$ cat config.mk
export PLATFORM = sky130hd
export DESIGN_NAME = mc_ctrl
export DESIGN_NICKNAME = d
export VERILOG_FILES = /design/src/rtl/mc_pkg.sv /design/src/rtl/mc_decode.sv /design/src/rtl/mc_ctrl.sv
export SDC_FILE = /design/constraint.sdc
export NUM_CORES = 1
export LEC_CHECK = 0
export ABC_CLOCK_PERIOD_IN_PS = 2700
export CAP_MARGIN = 5
export CORE_MARGIN = 2
export CORE_UTILIZATION = 25
export DETAILED_ROUTE_END_ITERATION = 16
export SYNTH_ARGS = -nofsm -noshare
export SYNTH_HDL_FRONTEND = slang
export SYNTH_HIERARCHICAL = 1
export SYNTH_SLANG_ARGS = --single-unit
$ cat constraint.sdc
create_clock -name clk -period 2.7 [get_ports clk]
set_input_delay 0.54 -clock clk [delete_from_list [all_inputs] [get_ports clk]]
set_output_delay 0.54 -clock clk [all_outputs]
set_load 0.1 [all_outputs]
$ cat src/rtl/mc_pkg.sv
// Shared encodings for the multi-cycle controller: states, opcodes, functs,
// mux/ALU select codes and the one-hot instruction class.
package mc_pkg;

  typedef enum logic [2:0] {
    S_FETCH  = 3'd0,
    S_DECODE = 3'd1,
    S_EXE    = 3'd2,
    S_MEM    = 3'd3,
    S_WB     = 3'd4,
    S_ERR    = 3'd5
  } state_e;

  localparam logic [5:0] OP_RTYPE   = 6'b000000;
  localparam logic [5:0] OP_ORI     = 6'b001101;
  localparam logic [5:0] OP_LUI     = 6'b001111;
  localparam logic [5:0] OP_LW      = 6'b100011;
  localparam logic [5:0] OP_SW      = 6'b101011;
  localparam logic [5:0] OP_BEQ     = 6'b000100;
  localparam logic [5:0] OP_J       = 6'b000010;
  localparam logic [5:0] FUNCT_ADDU = 6'b100001;
  localparam logic [5:0] FUNCT_SUBU = 6'b100011;

  localparam logic [1:0] EXT_ZERO   = 2'b00;
  localparam logic [1:0] EXT_SIGN   = 2'b01;
  localparam logic [1:0] EXT_UPPER  = 2'b10;

  localparam logic [1:0] ALU_ADD    = 2'b00;
  localparam logic [1:0] ALU_SUB    = 2'b01;
  localparam logic [1:0] ALU_OR     = 2'b10;

  localparam logic [1:0] NPC_PC4    = 2'b00;
  localparam logic [1:0] NPC_BRANCH = 2'b01;
  localparam logic [1:0] NPC_JUMP   = 2'b10;

  typedef struct packed {
    logic addu;
    logic subu;
    logic ori;
    logic lui;
    logic lw;
    logic sw;
    logic beq;
    logic j;
  } iclass_t;

endpackage

$ cat src/rtl/mc_decode.sv
// Combinational op/funct decoder producing a one-hot instruction class and
// a legal flag (any class bit set).
module mc_decode
  import mc_pkg::*;
(
  input  logic [5:0] op,
  input  logic [5:0] funct,
  output iclass_t    cls,
  output logic       legal
);

  always_comb begin
    cls = '0;
    case (op)
      OP_RTYPE: begin
        cls.addu = (funct == FUNCT_ADDU);
        cls.subu = (funct == FUNCT_SUBU);
      end
      OP_ORI:  cls.ori = 1'b1;
      OP_LUI:  cls.lui = 1'b1;
      OP_LW:   cls.lw  = 1'b1;
      OP_SW:   cls.sw  = 1'b1;
      OP_BEQ:  cls.beq = 1'b1;
      OP_J:    cls.j   = 1'b1;
      default: ;
    endcase
  end

  assign legal = |cls;

endmodule

$ cat src/rtl/mc_ctrl.sv
// Multi-cycle MIPS-subset controller FSM. Define MC_CTRL_ILLEGAL_TRAP_EN to
// trap unknown instructions in ERR; otherwise they retire as a NOP.
module mc_ctrl
  import mc_pkg::*;
(
  input  logic       clk,
  input  logic       reset,
  input  logic [5:0] op,
  input  logic [5:0] funct,
  input  logic       zero,
  input  logic       mem_ready,
  output logic       PCWr,
  output logic       IRWr,
  output logic       RegWr,
  output logic       MemWr,
  output logic [1:0] EXTOp,
  output logic [1:0] ALUOp,
  output logic [1:0] NPCOp,
  output logic       RegDst,
  output logic       WDSel,
  output logic       BSel,
  output logic [2:0] state,
  output logic       illegal
);

  state_e  state_q, state_d;
  iclass_t cls;
  logic    legal;
  logic    pc_wr, ir_wr, reg_wr, mem_wr;

`ifdef MC_CTRL_ILLEGAL_TRAP_EN
  localparam state_e ILLEGAL_NEXT = S_ERR;
  localparam state_e ERR_NEXT     = S_ERR;
`else
  localparam state_e ILLEGAL_NEXT = S_FETCH;
  localparam state_e ERR_NEXT     = S_FETCH;
`endif

  mc_decode u_decode (
    .op    (op),
    .funct (funct),
    .cls   (cls),
    .legal (legal)
  );

  always_comb begin
    state_d = state_q;
    case (state_q)
      S_FETCH:  state_d = S_DECODE;
      S_DECODE: begin
        if (!legal)     state_d = ILLEGAL_NEXT;
        else if (cls.j) state_d = S_FETCH;
        else            state_d = S_EXE;
      end
      S_EXE: begin
        if (cls.beq)              state_d = S_FETCH;
        else if (cls.lw | cls.sw) state_d = S_MEM;
        else                      state_d = S_WB;
      end
      S_MEM: begin
        if (mem_ready) state_d = cls.lw ? S_WB : S_FETCH;
      end
      S_WB:     state_d = S_FETCH;
      S_ERR:    state_d = ERR_NEXT;
      default:  state_d = S_FETCH;
    endcase
  end

  always_ff @(posedge clk or posedge reset) begin
    if (reset) state_q <= S_FETCH;
    else       state_q <= state_d;
  end

`ifdef MC_CTRL_ILLEGAL_TRAP_EN
  logic illegal_q, illegal_d;

  always_comb begin
    illegal_d = illegal_q | ((state_q == S_DECODE) & ~legal);
  end

  always_ff @(posedge clk or posedge reset) begin
    if (reset) illegal_q <= 1'b0;
    else       illegal_q <= illegal_d;
  end

  assign illegal = illegal_q;
`else
  assign illegal = 1'b0;
`endif

  always_comb begin
    pc_wr  = 1'b0;
    ir_wr  = 1'b0;
    reg_wr = 1'b0;
    mem_wr = 1'b0;
    NPCOp  = NPC_PC4;
    case (state_q)
      S_FETCH: begin
        ir_wr = 1'b1;
        pc_wr = 1'b1;
      end
      S_DECODE: begin
        if (cls.j) begin
          pc_wr = 1'b1;
          NPCOp = NPC_JUMP;
        end
      end
      S_EXE: begin
        if (cls.beq) begin
          pc_wr = zero;
          NPCOp = NPC_BRANCH;
        end
      end
      S_MEM:   mem_wr = cls.sw;
      S_WB:    reg_wr = 1'b1;
      default: ;
    endcase
  end

  // Reset overrides every strobe, even the FETCH ones of the reset state.
  assign PCWr   = pc_wr  & ~reset;
  assign IRWr   = ir_wr  & ~reset;
  assign RegWr  = reg_wr & ~reset;
  assign MemWr  = mem_wr & ~reset;

  assign EXTOp  = cls.ori ? EXT_ZERO : (cls.lui ? EXT_UPPER : EXT_SIGN);
  assign ALUOp  = (cls.subu | cls.beq) ? ALU_SUB :
                  ((cls.ori | cls.lui) ? ALU_OR : ALU_ADD);
  assign BSel   = cls.ori | cls.lui | cls.lw | cls.sw;
  assign RegDst = cls.addu | cls.subu;
  assign WDSel  = cls.lw;
  assign state  = state_q;

endmodule

* Word level (Yosys, flattened, before mapping)
Cells that the tools add are included.
Storage, ports and cells: register bits after elaboration 3, bits in latches 0, bits in writable memories 0, ROM bits 0, bits of input ports 16, output and inout bits 17, logic and storage cells 55, memories kept 0
Operators by class: add/subtract/negate cells 0, multipliers 0, divide/modulo/power cells 0, order comparisons 0, equal/unequal tests 13, shifts and indexed selects 0, multiplexer cells 27, bitwise operators 11, reduce and logical (&&, ||, !) cells 3
Operators by type and width (number):
- $eq A6 B6 Y1 const B | 4
- $mux W2 | 8
- $eq A6 B4 Y1 const B | 2
- $mux W1 | 12
- $mux W3 | 4
- $pmux W3 S4 | 1
- $reduce_or A8 Y1 | 1
- $eq A3 B2 Y1 const B | 2
- $eq A6 B2 Y1 const B | 1
- $eq A6 B3 Y1 const B | 1
- $logic_not A6 Y1 | 1
- $or A1 B1 Y1 | 6
- $and A1 B1 Y1 | 4
- $pmux W2 S2 | 1
- $eq A3 B1 Y1 const B | 1
- $eq A3 B3 Y1 const B | 1
- $logic_not A3 Y1 | 1
- $pmux W1 S3 | 1
- $ne A2 B2 Y1 const B | 1
- $not A1 Y1 | 1

* Depth between registers and ports, before layout
depth in word-level cells 6, mapped depth 6, depth with buffers taken out 6

* Modules after synthesis
The synthesis kept the hierarchy.
By module, submodules not included:
- mc_ctrl | times used 1, cells each 37, area each 279.0 µm², sequential area each 75.1 µm²
- mc_decode | times used 1, cells each 25, area each 153.9 µm², sequential area each 0.0 µm²

* Worst setup path before layout
No wires, ideal clock.
kind register to output, start point register state_q[0] (netlist: state[0]), end point output port RegWr, arrival time 4.238 ns, data required time 2.160 ns, setup slack -2.078 ns, stages on the path, launching flop included 3, path buffers 1, cells stage by stage dfrtp_1 buf_2 nor4b_1
On the way: longest elaborated chain between the ends 3
Ends and longest elaborated chain:
- from (decl) | RTL line mc_ctrl.sv:26 | state_e state_q, state_d;
- from (signal assigned) | RTL line mc_ctrl.sv:71 | else state_q <= state_d;
- $eq A3 B3 Y1 | RTL line mc_ctrl.sv:97 | case (state_q)
- $mux W1 | RTL line mc_ctrl.sv:97
- $and A1 B1 Y1 | RTL line mc_ctrl.sv:123 | assign RegWr = reg_wr & ~reset;
- to (decl) | RTL line mc_ctrl.sv:14 | output logic RegWr,
Every way passes these cells.

==> flow_summary.ini <==
[run_status]
status = finished, final reports clean

[cells_and_area]
fin_nets = 124
fillers = 141
largest_register_ffs = 3
syn2layout_area_growth_pct = 159
num_antenna_cells = 0
fin_cells = 124
drive_above_1_share_pct = 51.4

[timing]
setup_slack_ps = 99.0
hold_violations = 0
rsz0062_at_grt = false
finClkSkew_ps = 2.32
fmax_mhz = 384
timing.hold.ws_ps = 661
setup_viol = 0
layout_worst_path_cycle_share_pct = 96.3
fin_crit_ps = 2600
drv_slew = 0

[drt]
drt_iter0_drc = 4
viasPerCell = 4.98
first_pass_iters = 3
wirelength_um = 1420
wl_per_cell_um = 11.5
vias = 618
drcViolationCount = 0
antenna_left = 0

[clock_network]
clk_latency_ps = 240
ctsRootBufferMaster = clkbuf_4
ctsLongestPathBuffers = 2
cts.clk_slew.worst_paths_ps = 40
cts_buffers = 3
cts_tree = built
clkSinkCount = 3
h-tree-depth = 1

[global_route]
grt-ovfl-total = 0
antenna_found_initial = 0
grt_max_degree = 14
grt.total_usage_pct = 15.9
grt_pass1_wl_um = 2370
grt_pass1_vias = 596

[worst_setup_path]
arrival_ps = 2060
cp-end-kind = output port
r2r_slack_ps = 1560
ff2ff_path_depth = 2
path_class = in2out
r2r_start = state[0]
startpoint_type = input port
worstPathRequired_ps = 2160
r2r_end = state[1]
crit_path_max_fanout = 2

[power_and_ir_drop]
finalPower_uw = 536
clock_power_share_pct = 15.4
peakVddDrop_mv = 0.263
intPower_uw = 232
powerDensity_mw_per_mm2 = 479
power.switching_uw = 304
seqPwrFrac_pct = 20.4
swShare_pct = 56.7
p_leak_uw = 0.000479
power_frac_comb_pct = 64.2

[synth]
synthArstFlopShare_pct = 100
syn_avg_cell_area_um2 = 6.98
synth_seq_cells = 3
ys_seq_area_share_pct = 17.3
mappedNetlistArea_um2 = 433
synth_cell_type_count = 33
synth_edf_count = 0
synth.yosys.warnings = 6
syn_inst = 62
syn_nets = 78
synth_top_flop_cell = dfrtp_1

[job]
cap_violations = 0

[place]
dp_hpwl_um = 1190
place_ws_ps = -25.8
port_buffers = 31
dpl.cell_count = 118
gp_congestion = 0.753

[floorplan]
die_x_um = 45.6
coreArea_mm2 = 0.00167
io_pins = 33
die_h_um = 45.6
fp-row-count = 15
dieArea_mm2 = 0.00208
initial_core_util_pct = 25.9

[hold_path]
min_path_type = reg2reg
holdPathEnd = state[0]
hold_path.startpoint = state[2]
hold_depth = 1
final cells by class:
cell class,instances,area [um2],area share (%)
clock buffers,4,26.3,2.35
well taps,17,21.3,1.90
multi-input cells,53,448,40.0
flip-flops and latches,3,77.6,6.93
repair buffers,44,536,47.8
inverters,3,11.3,1.01
placed cells by master (no fill, tap or decap), types with 2 or more instances in the layout:
master,Yosys,layout
buf_12,0,13
buf_4,1,16
clkbuf_4,0,3
clkdlybuf4s50_1,0,13
dfrtp_2,0,2
dlymetal6s2s_1,0,2
inv_1,3,3
nand2_1,6,5
nand2b_1,3,3
nand4_1,2,2
nor2_1,12,6
nor2_2,0,4
nor2_4,0,2
nor3_4,0,2
nor4_2,0,2
Yosys cell counts (2+ instances only):
cell | n | area share (%)
nor2_1 | 12 | 10
nand2_1 | 6 | 5.2
dfrtp_1 | 3 | 17
inv_1 | 3 | 2.6
nand2b_1 | 3 | 4.3
nor4_1 | 3 | 4.3
a21oi_1 | 2 | 2.3
buf_2 | 2 | 2.3
nand4_1 | 2 | 2.9
nor3_1 | 2 | 2.3
or2_1 | 2 | 2.9
power groups by stage:
stage | Sequential (uW) | Combinational [uW] | Clock, uW
after detailed placement | 112 | 343 | 0
after global placement | 111 | 342 | 0
after global routing | 115 | 357 | 83.9
after CTS | 112 | 345 | 85.4
after floorplan | 146 | 194 | 0
final | 109 | 344 | 82.5
per-stage QoR:
| step | setup TNS, ps | cell area [um2] | util (%) |
|---|---|---|---|
| floorplan | -120 | 528 | - |
| finish | 0 | 1120 | 67.0 |
| global placement | 0 | 1050 | 62.7 |
| CTS | 0 | 1080 | 64.9 |
| detailed placement | -71.4 | 1050 | 62.7 |
| global route | 0 | 1120 | 67.0 |
logic make-up after synthesis:
group	Yosys count	share of synthesized area, %
xor+xnor	1	2.02
flops	3	17.3
buf+inv	6	6.65
other cells	1	0.866
simple gates	42	57.8
compound gates	9	15.3
metal layers:
metal,routed length [um],GRT usage [%],vias up
li1,-,-,313
met1,507,15.4,277
met2,790,31.3,24
met3,92,1.98,4
met4,32,8.82,0
met5,0,0,-
worst max-delay path by stage:
stage	start	endpoint	depth (start not counted)
2_1_floorplan	state[2]	RegWr	1
3_3_place_gp	op[3]	EXTOp[0]	7
3_5_place_dp	op[3]	EXTOp[0]	7
4_1_cts	op[0]	PCWr	7
5_1_grt	op[3]	PCWr	7
6_report	op[3]	PCWr	7
worst max-delay path: stages:
cell	delay (ps)
clkdlybuf4s50_1	430
nor3_2	210
and3_4	210
nand2_1	50
a211o_1	280
a21oi_4	150
buf_12	190
what timing repair did:
item,CTS,global route
buffers inserted,0,2
hold buffers,0,0
endpoints found under the setup margin,5,4
resized for setup,3,6
pin swaps,0,4
No activity file was read; power rests on OpenSTA's default activity.
